## config.mk

```make
export PLATFORM = sky130hd
export DESIGN_NAME = branch_recovery
export DESIGN_NICKNAME = d
export VERILOG_FILES = /design/src/rtl/types_pkg.sv /design/src/rtl/branch_recovery.sv
export SDC_FILE = /design/constraint.sdc
export NUM_CORES = 1
export LEC_CHECK = 0
export CORE_AREA = 4 4 166 168
export CTS_CLUSTER_SIZE = 10
export DETAILED_ROUTE_END_ITERATION = 10
export DIE_AREA = 0 0 170 172
export PLACE_DENSITY = 0.77
export SETUP_SLACK_MARGIN = 0.2
export SLEW_MARGIN = 10
export SYNTH_ARGS = -nofsm -noshare
export SYNTH_HDL_FRONTEND = slang
export SYNTH_SLANG_ARGS = --single-unit
```

## constraint.sdc

```tcl
create_clock -name clk -period 5.8 [get_ports clk]
set_clock_uncertainty 0.1 [all_clocks]
set_input_delay 1.45 -clock clk [delete_from_list [all_inputs] [get_ports clk]]
set_output_delay 1.45 -clock clk [all_outputs]
set_load 0.05 [all_outputs]
```

## src/rtl/types_pkg.sv

```systemverilog
// Shared types for the back end: checkpoint snapshot layout and the
// recovery sequencer's state encoding and field widths.
package types_pkg;

    localparam int ROB_TAG_W = 5;
    localparam int PREG_W    = 7;
    localparam int PREG_NUM  = 128;

    // Snapshot captured at branch dispatch and replayed on mispredict.
    typedef struct packed {
        logic                valid;
        logic [31:0]         pc;
        logic [ROB_TAG_W-1:0] rob_tag;
        logic [PREG_NUM-1:0] reset_reg_rdy_table;
    } checkpoint;

    typedef enum logic [1:0] {
        IDLE     = 2'd0,
        CLEAR    = 2'd1,
        WALK     = 2'd2,
        REDIRECT = 2'd3
    } recovery_state_t;

endpackage

```

## src/rtl/branch_recovery.sv

```systemverilog
// Branch mispredict recovery sequencer. Flushes younger ops, clears ready
// bits from the checkpoint, walks the ROB youngest-first undoing renames and
// freeing pregs, truncates the ROB tail and finally redirects fetch.
module branch_recovery
    import types_pkg::*;
#(
    parameter int ROB_DEPTH  = 32,
    parameter int PREG_COUNT = 128
) (
    input  logic                          clk,
    input  logic                          reset,
    input  logic                          mispredict,
    input  logic [$clog2(ROB_DEPTH)-1:0]  mispredict_tag,
    input  logic [31:0]                   mispredict_target,
    input  logic                          checkpoint_valid,
    input  checkpoint                     snapshot,
    input  logic [$clog2(ROB_DEPTH)-1:0]  rob_tail,
    output logic [$clog2(ROB_DEPTH)-1:0]  rob_rd_idx,
    input  logic                          rob_rd_has_dest,
    input  logic [4:0]                    rob_rd_arch,
    input  logic [$clog2(PREG_COUNT)-1:0] rob_rd_pd_new,
    input  logic [$clog2(PREG_COUNT)-1:0] rob_rd_pd_old,
    output logic                          busy,
    output logic                          flush_valid,
    output logic [$clog2(ROB_DEPTH)-1:0]  flush_tag,
    output logic                          rdy_clear_valid,
    output logic [PREG_COUNT-1:0]         rdy_clear_mask,
    output logic                          map_restore_valid,
    output logic [4:0]                    map_restore_arch,
    output logic [$clog2(PREG_COUNT)-1:0] map_restore_preg,
    output logic                          free_valid,
    output logic [$clog2(PREG_COUNT)-1:0] free_preg,
    output logic                          rob_tail_restore_valid,
    output logic [$clog2(ROB_DEPTH)-1:0]  rob_tail_restore,
    output logic                          redirect_valid,
    output logic [31:0]                   redirect_pc,
    output logic                          recover_err
);

    localparam int TAG_W = $clog2(ROB_DEPTH);

    recovery_state_t     state;
    logic [TAG_W-1:0]    tag_q;
    logic [TAG_W-1:0]    walk_ptr;
    logic [TAG_W-1:0]    count;
    logic [31:0]         target_q;
    logic [PREG_COUNT-1:0] mask_q;

    // Only the ready table is consumed from the snapshot; tag and target
    // come directly from the resolving branch.
    logic unused_snapshot;
    assign unused_snapshot = ^{snapshot.valid, snapshot.pc, snapshot.rob_tag};

    // Recovery sequencer: latch branch context in IDLE, then step
    // CLEAR -> WALK (count entries) -> REDIRECT. Mispredicts outside IDLE are dropped.
    always_ff @(posedge clk) begin
        if (reset) begin
            state       <= IDLE;
            tag_q       <= '0;
            walk_ptr    <= '0;
            count       <= '0;
            target_q    <= '0;
            mask_q      <= '0;
            recover_err <= 1'b0;
        end else begin
            case (state)
                IDLE: begin
                    if (mispredict) begin
                        tag_q    <= mispredict_tag;
                        target_q <= mispredict_target;
                        mask_q   <= checkpoint_valid ? snapshot.reset_reg_rdy_table : '0;
                        walk_ptr <= rob_tail - TAG_W'(1);
                        count    <= rob_tail - mispredict_tag - TAG_W'(1);
                        if (!checkpoint_valid)
                            recover_err <= 1'b1;
                        state    <= CLEAR;
                    end
                end
                CLEAR: begin
                    state <= (count == '0) ? REDIRECT : WALK;
                end
                WALK: begin
                    walk_ptr <= walk_ptr - TAG_W'(1);
                    count    <= count - TAG_W'(1);
                    // Last entry processed is the one at tag+1.
                    if (count == TAG_W'(1))
                        state <= REDIRECT;
                end
                REDIRECT: begin
                    state <= IDLE;
                end
                default: state <= IDLE;
            endcase
        end
    end

    // Output decode from registered state; the only combinational inputs are
    // the async ROB read fields during WALK, never mispredict.
    always_comb begin
        busy                   = (state != IDLE);
        flush_valid            = (state == CLEAR);
        flush_tag              = tag_q;
        rdy_clear_valid        = (state == CLEAR);
        rdy_clear_mask         = (state == CLEAR) ? mask_q : '0;
        rob_rd_idx             = (state == WALK) ? walk_ptr : '0;
        map_restore_valid      = (state == WALK) && rob_rd_has_dest;
        map_restore_arch       = map_restore_valid ? rob_rd_arch : '0;
        map_restore_preg       = map_restore_valid ? rob_rd_pd_old : '0;
        free_valid             = map_restore_valid;
        free_preg              = map_restore_valid ? rob_rd_pd_new : '0;
        rob_tail_restore_valid = (state == REDIRECT);
        rob_tail_restore       = (state == REDIRECT) ? tag_q + TAG_W'(1) : '0;
        redirect_valid         = (state == REDIRECT);
        redirect_pc            = (state == REDIRECT) ? target_q : '0;
    end

endmodule

```

==> impl_metrics.ini <==
[finish]
drive_gt1_share_pct = 3.46
syn2layout_area_growth_pct = 55.8
postLayoutCoreUtil_pct = 49.9
antennaDiodeCount = 0
num-nets-final = 1650

[logic_synthesis]
ys_seq_area_share_pct = 43.0
syn-num-nets = 1330
synthCells = 1082
synth-main-ff-cell = dfxtp_1
ys_seq_elements = 178
synth_edf_count = 0
yosysWarnings = 0
async_flop_share_pct = 0
ys_types = 44
syn_area_um2 = 8290
syn_avg_cell_area_um2 = 7.66

[worst_setup_path]
r2r_slack_ns = 2.53
critPathMostFrequentCell = clkdlybuf4s50_1
slowest_stage = clkdlybuf4s50_1
cp-start-kind = input pin
arrival_ns = 3.26
crit_required_ns = 4.25
critPathCaptureType = output port
critPathMaxFanout = 20
crit_chain = clkdlybuf4s50_1, and3_1, clkdlybuf4s50_1
path_class = in2out
max_stage_delay_ns = 0.82

[timing]
setup_viol = 0
slew_violations = 0
relSlewSlack_pct = 18.3
hold_violations = 0
fmax_ghz = 0.208
fin_hold_ws_ns = 0.347
rsz0062_at_grt = false
setup_tns_ns = 0
fin_crit_sh_pct = 82.9
worst_slew_pin_slew_ns = 1.23
fin_crit_ns = 4.81

[clock_network]
post_cts_resized = 0
cts.path.max_buffers = 2
cts_sinks = 178
cts_tree = yes
hold_buffers = 0
cts_made_buffers = 17
worstSkewPairLatency_ns = 0.42
htreeDepth = 4
ctsRootBufferMaster = clkbuf_16
cts_setup_buffers = 0
clk_pin_slew_worst_paths_ns = 0.07

[drt]
vias = 8443
ant_nets = 0
drt-pass1-iter-count = 5
drc = 0
initialDrtViolationCount = 584
vias_per_cell = 4.82
wl_per_cell_um = 15.6
routed_wl_um = 27300

[power]
intPower_uw = 2510
leakage_uw = 0.00471
switching_share_pct = 39.2
clockPowerShare_pct = 28.8
total_power_uw = 4130
p_sw_uw = 1620
combPwrFrac_pct = 34.9
power_density_nw_per_um2 = 320
peakVddDrop_v = 0.000206
p_seq_share_pct = 36.2

[floorplanning]
initial_utilization_pct = 32.0
dieArea_um2 = 29200
core_area_um2 = 25900
io_pins = 434
die_h_um = 172
dieWidth_um = 170
placement_rows = 59

[global_routing]
antenna_found_initial = 0
grt_pass1_vias = 7987
overflow = 0
track_usage_pct = 17.4
grt_max_degree = 132
grt_first_pass_wirelength_um = 41900

[place]
port_buffers = 395
gp_congestion = 0.816
dp.final_hpwl_um = 18400

[flow_run]
cap_violations = 0

[worst_hold_path]
hold_class = reg2reg

[run_status]
status = completed
==> sequential cells by signal, indices dropped and copies added (netlist names) <==
| register | flops |
|---|---|
| count | 5 |
| flush_tag | 5 |
| mask_q | 128 |
| recover_err | 1 |
| state | 2 |
| target_q | 32 |
| walk_ptr | 5 |
==> layer usage <==
| metal | part of all wire [%] | vias up | routed length (µm) | GRT usage, % |
|---|---|---|---|---|
| li1 | - | 4211 | - | - |
| met1 | 41 | 3897 | 11200 | 21.6 |
| met2 | 48 | 292 | 13200 | 29.2 |
| met3 | 8.1 | 43 | 2210 | 5.17 |
| met4 | 2.7 | 0 | 726 | 5.56 |
| met5 | 0 | - | 0 | 0 |
==> Yosys cell counts, drive strengths merged, types with 4 or more instances <==
library cell	count	area [µm²]
nand3	132	661
dfxtp	178	3560
ha	15	188
buf	30	188
nor2b	5	31.3
clkbuf	69	259
o21ai	4	20.0
inv	14	52.6
a21oi	179	900
nor2	14	52.6
and2	171	1070
a211oi	4	30.0
mux2i	6	72.6
nand2	206	773
and3	20	125
==> critical path, delay by kind of cell <==
family / cells / cell delay, ns
and+or+nand+nor: 1 / 0.23
buffers and inverters: 2 / 1.57
==> per-stage QoR <==
step                worst slack [ns]  cell area [µm²]  instances
global route                   0.867            12900       1750
CTS                            0.979            12900       1750
global placement                1.06            12300       1718
finish                         0.992            12900       1750
floorplan                       1.86             8290       1082
detailed placement             0.983            12300       1718
==> logic make-up after synthesis <==
logic type                 after synthesis  synth area share [%]
buffers and inverters                  113                  6.02
AOI/OAI and AO/OA                      203                  13.0
adders and majority gates               16                  2.51
muxes                                    7                  1.01
xor gates and xnor gates                 6                 0.634
DFF                                    178                  43.0
and+or+nand+nor                        559                  33.8
==> worst paths after layout <==
| path | depth (start not counted) | end | startpoint |
|---|---|---|---|
| max | 3 | free_preg[3] | rob_rd_has_dest |
| min | 2 | mask_q[111] | mask_q[111] |
| max reg2reg | 8 | walk_ptr[4] | state[0] |
| min reg2reg | 2 | mask_q[111] | mask_q[111] |
==> final cells by class <==
cell class	count	area [µm²]
fillers	2467	13000
multi-input cells	791	4250
repair buffers	400	4020
flip-flops and latches	178	3560
clock buffers	19	453
well taps	335	419
clock inverters	13	158
inverters	14	52.6
==> power by group through the flow <==
| stage | sequential, µW | clock (µW) | combinational (µW) |
|---|---|---|---|
| 2_1_floorplan | 1520 | 0 | 980 |
| 3_3_place_gp | 1520 | 0 | 1430 |
| 3_5_place_dp | 1520 | 0 | 1460 |
| 4_1_cts | 1500 | 1230 | 1460 |
| 5_1_grt | 1520 | 1270 | 1570 |
| 6_report | 1500 | 1190 | 1440 |
==> cells in the final DEF, fill, tap and decap left out, drive strengths merged, types with 5 or more instances in the layout <==
cell type      count
inv               22
dfxtp            178
nor2              14
a21oi            179
nand2            206
nand3            132
and2             171
nor2b              5
buf                7
clkbuf            19
and3              20
ha                15
mux2i              6
clkdlybuf4s50    393
Note: power is estimated with default switching activity, not from simulation.
